===== src/rtl/stream_driver.sv =====
// rtl/stream_driver.sv - FIFO-buffered valid/ready stream driver with idle gap, transfer count and ready timeout
// The output register is loaded only from FIFO storage; data/channel_id change only when an entry is popped.
module stream_driver #(
  parameter int DATA_W = 8,
  parameter int CH_W   = 2,
  parameter int DEPTH  = 4,
  parameter int GAP_W  = 4,
  parameter int TMO    = 256
) (
  input  logic                     clk,
  input  logic                     rst_n,
  input  logic                     in_valid,
  output logic                     in_ready,
  input  logic [DATA_W-1:0]        in_data,
  input  logic [CH_W-1:0]          in_ch,
  input  logic [GAP_W-1:0]         gap,
  output logic [DATA_W-1:0]        data,
  output logic [CH_W-1:0]          channel_id,
  output logic                     valid,
  input  logic                     ready,
  output logic [$clog2(DEPTH):0]   level,
  output logic [15:0]              sent_cnt,
  output logic                     timeout,
  output logic                     busy
);

  localparam int AW     = $clog2(DEPTH);
  localparam int LW     = AW + 1;
  localparam int TW     = (TMO > 0) ? $clog2(TMO + 1) : 1;
  localparam bit TMO_EN = (TMO != 0);

  typedef enum logic [1:0] {S_IDLE, S_DRIVE, S_GAP} state_t;

  state_t state_q, state_d;

  logic [DATA_W-1:0] mem_data [DEPTH];
  logic [CH_W-1:0]   mem_ch   [DEPTH];

  logic [AW-1:0]     wr_ptr_q, rd_ptr_q;
  logic [LW-1:0]     level_q;
  logic [DATA_W-1:0] data_q;
  logic [CH_W-1:0]   ch_q;
  logic              valid_q, valid_d;
  logic [15:0]       sent_q;
  logic [GAP_W-1:0]  gap_cnt_q, gap_cnt_d;
  logic [TW-1:0]     wait_q, wait_d;
  logic              timeout_q, timeout_d;

  logic push, pop, xfer, level_nz;

  assign level_nz = (level_q != '0);
  assign in_ready = (level_q < LW'(DEPTH));
  assign push     = in_valid && in_ready;
  assign xfer     = (state_q == S_DRIVE) && ready;

  always_ff @(posedge clk or negedge rst_n) begin
    if (!rst_n) begin
      state_q <= S_IDLE;
    end else begin
      state_q <= state_d;
    end
  end

  always_comb begin
    state_d = state_q;
    case (state_q)
      S_IDLE: begin
        if (level_nz) state_d = S_DRIVE;
      end
      S_DRIVE: begin
        if (ready) begin
          if (gap != '0)     state_d = S_GAP;
          else if (!level_nz) state_d = S_IDLE;
        end
      end
      S_GAP: begin
        if (gap_cnt_q <= GAP_W'(1)) state_d = S_IDLE;
      end
      default: state_d = S_IDLE;
    endcase
  end

  // The wait counter saturates at TMO so the sticky flag never has to track wrap-around.
  always_comb begin
    pop       = ((state_q == S_IDLE) || (xfer && (gap == '0))) && level_nz;
    valid_d   = (state_d == S_DRIVE);
    gap_cnt_d = gap_cnt_q;
    if (xfer) begin
      gap_cnt_d = gap;
    end else if (state_q == S_GAP) begin
      gap_cnt_d = gap_cnt_q - GAP_W'(1);
    end
    wait_d = wait_q;
    if (pop || xfer) begin
      wait_d = '0;
    end else if ((state_q == S_DRIVE) && (wait_q != TW'(TMO))) begin
      wait_d = wait_q + TW'(1);
    end
    timeout_d = timeout_q || (TMO_EN && (state_q == S_DRIVE) && !ready && (wait_d == TW'(TMO)));
  end

  always_ff @(posedge clk) begin
    if (push) begin
      mem_data[wr_ptr_q] <= in_data;
      mem_ch[wr_ptr_q]   <= in_ch;
    end
  end

  always_ff @(posedge clk or negedge rst_n) begin
    if (!rst_n) begin
      wr_ptr_q  <= '0;
      rd_ptr_q  <= '0;
      level_q   <= '0;
      data_q    <= '0;
      ch_q      <= '0;
      valid_q   <= 1'b0;
      sent_q    <= '0;
      gap_cnt_q <= '0;
      wait_q    <= '0;
      timeout_q <= 1'b0;
    end else begin
      if (push) wr_ptr_q <= wr_ptr_q + AW'(1);
      if (pop)  rd_ptr_q <= rd_ptr_q + AW'(1);
      case ({push, pop})
        2'b10:   level_q <= level_q + LW'(1);
        2'b01:   level_q <= level_q - LW'(1);
        default: level_q <= level_q;
      endcase
      if (pop) begin
        data_q <= mem_data[rd_ptr_q];
        ch_q   <= mem_ch[rd_ptr_q];
      end
      if (xfer) sent_q <= sent_q + 16'd1;
      valid_q   <= valid_d;
      gap_cnt_q <= gap_cnt_d;
      wait_q    <= wait_d;
      timeout_q <= timeout_d;
    end
  end

  assign data       = data_q;
  assign channel_id = ch_q;
  assign valid      = valid_q;
  assign level      = level_q;
  assign sent_cnt   = sent_q;
  assign timeout    = timeout_q;
  assign busy       = valid_q || level_nz || (state_q == S_GAP);

endmodule


===== config.mk =====
export PLATFORM = sky130hd
export DESIGN_NAME = stream_driver
export DESIGN_NICKNAME = d
export VERILOG_FILES = /design/src/rtl/stream_driver.sv
export SDC_FILE = /design/constraint.sdc
export NUM_CORES = 1
export LEC_CHECK = 0
export ABC_AREA = 1
export CELL_PAD_IN_SITES_DETAIL_PLACEMENT = 0
export CELL_PAD_IN_SITES_GLOBAL_PLACEMENT = 1
export CORE_UTILIZATION = 25
export CTS_BUF_LIST = sky130_fd_sc_hd__clkbuf_2
export DETAILED_ROUTE_END_ITERATION = 8
export PLACE_DENSITY_LB_ADDON = 0.1
export SLEW_MARGIN = 25
export SYNTH_ARGS = -nofsm -noshare
export SYNTH_HDL_FRONTEND = slang
export SYNTH_SLANG_ARGS = --single-unit

===== constraint.sdc =====
create_clock -name clk -period 4.55 [get_ports clk]
set_clock_uncertainty 0.1 [all_clocks]
set_input_delay 0.91 -clock clk [delete_from_list [all_inputs] [get_ports clk]]
set_output_delay 0.91 -clock clk [all_outputs]
set_load 0.1 [all_outputs]

Word level (Yosys, flattened, before mapping)
Memory sizes are Yosys's and may differ from the RTL's. A register that Yosys moved wholly into a read port is not among the register bits. Index checks and enable logic that the tools add are counted. Widths: inputs -> output; s select.

Memory bits (writable): 40. Memories kept: 2. Logic and storage cells: 61. Input bits: 18. Register bits: 40.

$lt $le $gt $ge: 2. $add $sub $neg: 7. Equality and inequality tests: 7. Reduce and logical (&&, ||, !) cells: 21. Multiplexer cells: 13.

Memories: mem_data (depth 4, bits a word 8, rd ports 1, clocked after memory_dff 1, wr ports 1, RTL line 36) `logic [DATA_W-1:0] mem_data [DEPTH];`; mem_ch (depth 4, bits a word 2, rd ports 1, clocked after memory_dff 1, wr ports 1, RTL line 37) `logic [CH_W-1:0] mem_ch [DEPTH];`.

Operators with widths (count): $mux 9 (2); $add 16x1->16 const B (1); $mux 2 (5); $add 9x1->9 const B (1); $eq 9x9->1 const B (1); $ne 9x9->1 const B (1); $mux 4 (2); $logic_and 1x1->1 (7); $eq 2x1->1 const B (3); $pmux 2 s3 (1); $pmux 3 s2 (1); $logic_or 1x1->1 (5); $add 2x1->2 const B (2); $eq 2x2->1 const B (2); $le 4x1->1 const B (1); $logic_not 4->1 (1); $reduce_bool 2->1 (2); $reduce_bool 4->1 (1); $sub 4x1->4 const B (1); $add 3x1->3 const B (1); $logic_not 1->1 (3); $lt 3x3->1 const B (1); $reduce_bool 3->1 (1); $sub 3x1->3 const B (1); other kinds (2) (3).

Depth between registers and ports, before layout
Depth in word-level cells: 10. Depth in mapped cells: 14. Depth with buffers taken out: 13.

Least setup slack after synthesis
OpenSTA, ideal clock, no wires.

Path type: register to output. From: register level_q[2], in the netlist level[2]. To: output port busy. Stages on the path, launching flop included: 5. Setup slack: 0.828 ns. Data required time: 3.540 ns. Arrival time: 2.712 ns. Cell sequence: dfrtp_1 -> inv_1 -> nand3_1 -> nor2_1 -> nand2_1.

Word-level cells in the longest chain between the ends: 3.

Ends and longest elaborated chain: from (decl) (RTL line 40) `logic [LW-1:0] level_q;`; from (signal assigned) (RTL line 125) `2'b10: level_q <= level_q + LW'(1);`; from (signal assigned) (RTL line 126) `2'b01: level_q <= level_q - LW'(1);`; from (signal assigned) (RTL line 127) `default: level_q <= level_q;`; $reduce_bool 3->1 (RTL line 51) `assign level_nz = (level_q != '0);`; $logic_or 1x1->1 (2 in series) (RTL line 147) `assign busy = valid_q || level_nz || (state_q == S_GAP);`; to (decl) (RTL line 24) `output logic busy`.

Every way passes these cells.

Worst setup path in the final report
Ends and elaborated chain as after synthesis.

==> qor.yml <==
place:
  placed_area_um2: 4773
  port_buffers: 50
  hpwl_mm: 5.927
  place.gp.congestion: 0.7308
  pre_cts_ws_ns: 0.8583
  place_inst: 653
floorplan:
  dieArea_um2: 16610
  start_util: 0.2543
  fp.dieW_um: 128.9
  placementRows: 46
  ios: 51
  core-area_um2: 15830
  die_y_um: 128.9
clock_network:
  postCtsHoldBufs: 0
  cts_resized: 0
  cts.clk_slew.worst_paths_ns: 0.26
  cts_buffers: 9
  root_buffer: "clkbuf_2"
  clkLatencyLatePin_ns: 0.58
  cts_tree: "built"
  htreeDepth: 3
  clk_path_buf_depth: 2
  post_cts_buffers: 0
  cts_sinks: 90
worst_setup_path:
  critical_path.startpoint: "level[2]$_DFFE_PN0P_"
  worst-path-buf-inv: 2
  cp_data_arrival_time_ns: 2.60
  crit_chain: "inv_1, nand3_1, nor2_1, nand2_1, clkdlybuf4s50_1"
  crit_family: "buffers and inverters"
  crit_path_start_kind: "flip-flop"
  cp.depth: 5
  path_class: "flip-flop to primary output"
  crit_required_ns: 3.54
  cp-endpoint: "busy"
  slowest_stage: "clkdlybuf4s50_1"
  setup.worst_path.end_class: "primary output"
  r2r-start: "state_q[1]$_DFF_PN0_"
  regToRegSetupSlack_ns: 1.84
  cp_slowest_stage_delay_ns: 0.97
  crit-reg2reg-capture: "level[2]$_DFFE_PN0P_"
  cp_max_fo: 5
  ff2ff_path_depth: 13
logic_synthesis:
  yosysMostFrequentCell: "nor2_1"
  syn_inst: 393
  synth_edf_count: 40
  synth_nets: 422
  mappedNetlistArea_um2: 4025
  yosys-top-cells-area: "dfrtp_1 (31%), edfxtp_1 (30%), nor2_1 (7.2%)"
  yosys_warnings: 0
  syn_avg_cell_area_um2: 10.24
  synth_top_area_frac: 0.3108
  ys_seq_area_frac: 0.6093
  synth_cell_types: 31
  synth.largest_area_cell: "dfrtp_1"
  ys_ff_latch: 90
  async_flop_share: 0.5556
  ys_top_cells_by_count: "nor2_1 (77), nand2_1 (53), dfrtp_1 (50)"
  ys.flop_type: "dfrtp_1"
run_status:
  status: "finished, final reports clean"
timing:
  fin_setup_tns_ns: 0
  setup_viol: 0
  maxSlewHeadroom: 0.3337
  hold_viol: 0
  grt_setup_unrepaired: "no"
  hold_ws_ns: 0.1735
  fmax_mhz: 276.7
  slew_violations: 0
  worstMarginPinSlew_ns: 0.9964
  finalCriticalPeriod_ns: 3.614
  setup_ws_ns: 0.9358
  post-route-period-util: 0.7943
final_layout:
  final_cells: 670
  drive_gt1_frac: 0.07726
  fin_util: 0.3075
  final_area_um2: 4867
  area_delta_synth_final_pct: 20.92
  fillerInstances: 1628
  seq_area_um2: 2452
  nNetsFinal: 477
  multi_input_area_um2: 1360
global_routing:
  grt_pass1_wl_mm: 14.28
  grt.overflow.total: 0
  grt_max_degree: 31
  grt_pass1_vias: 2598
  grt_usage: 0.1166
  antenna_found_initial: 1
detailed_routing:
  drt_pass1_iterations: 4
  final_antenna_net_count: 0
  routed_via_density: 4.012
  drc: 0
  dr_total_vias: 2688
  routedWlPerCell_um: 13.06
  drt_wl_total_mm: 8.748
  drtIter0Drc: 156
pwr:
  p_leak_nw: 2.108
  power_mw: 3.243
  max-vdd-ir-drop_mv: 0.2548
  pwr_density_cell_nw_per_um2: 666.2
flow_run:
  drv_cap: 0
min_path:
  holdCritPathClass: "primary input to async pin"
## cells in the final DEF, fill, tap and decap left out, types with 11 or more instances in the layout
| cell type | netlist | final |
|---|---|---|
| nor2_1 | 77 | 73 |
| nand2_1 | 53 | 53 |
| dfrtp_1 | 50 | 50 |
| clkdlybuf4s50_1 | 0 | 49 |
| inv_1 | 46 | 46 |
| edfxtp_1 | 40 | 40 |
| nand3_1 | 24 | 24 |
| o21ai_0 | 23 | 23 |
| xor2_1 | 12 | 12 |
| xnor2_1 | 11 | 11 |
## worst min path at each step
stage,to,startpoint,slack [ns]
detailed placement,timeout$_DFF_PN0_,timeout$_DFF_PN0_,0.35
finish,level[2]$_DFFE_PN0P_,rst_n,0.17
global placement,timeout$_DFF_PN0_,timeout$_DFF_PN0_,0.35
CTS,data[1]$_DFFE_PN0P_,rst_n,0.12
global route,level[2]$_DFFE_PN0P_,rst_n,0.11
floorplan,gap_cnt_q[0]$_DFFE_PN0P_,gap_cnt_q[0]$_DFFE_PN0P_,0.41
## sequential cells by signal, indices dropped and copies added, names as in the netlist, 2 cells and up
name and count:
data 8, channel_id 2, level 3, sent_cnt 16
state_q 2, wait_q 9, wr_ptr_q 2, rd_ptr_q 2
mem_ch 8, mem_data 32, gap_cnt_q 4
## metal layers
metal	global-route usage	wire length, um	up-vias
met1	0.1404	4000	1260
li1	-	-	1383
met5	0	0	-
met4	0.03114	95	0
met3	0.04075	331	5
met2	0.1975	4321	40
## cells by family (layout without fill, tap and decap cells)
group / count (synthesis) / in the layout / synth area share
simple gates: 168 / 168 / 0.1862
flops: 90 / 90 / 0.6093
buf+inv: 57 / 117 / 0.05533
compound gates: 44 / 44 / 0.06310
xor+xnor: 23 / 23 / 0.05005
fa+ha+maj: 11 / 11 / 0.03606
other cells: 0 / 1 / 0
## cell type report
cell class,instances,area share
antenna,1,0.0005141
clock buffer,10,0.01028
clock inverter,6,0.008483
inverter,50,0.03856
multi-input combinational,246,0.2794
sequential,90,0.5039
tap,216,0.05553
timing repair buffer,51,0.1033
## where the power goes
group	switching, mW	total [mW]	internal (mW)
sequential	0.173	1.22	1.05
combinational	1.23	1.66	0.437
clock	0.288	0.362	0.0741
total	1.69	3.24	1.56
Note: power is estimated with default switching activity, not from simulation.
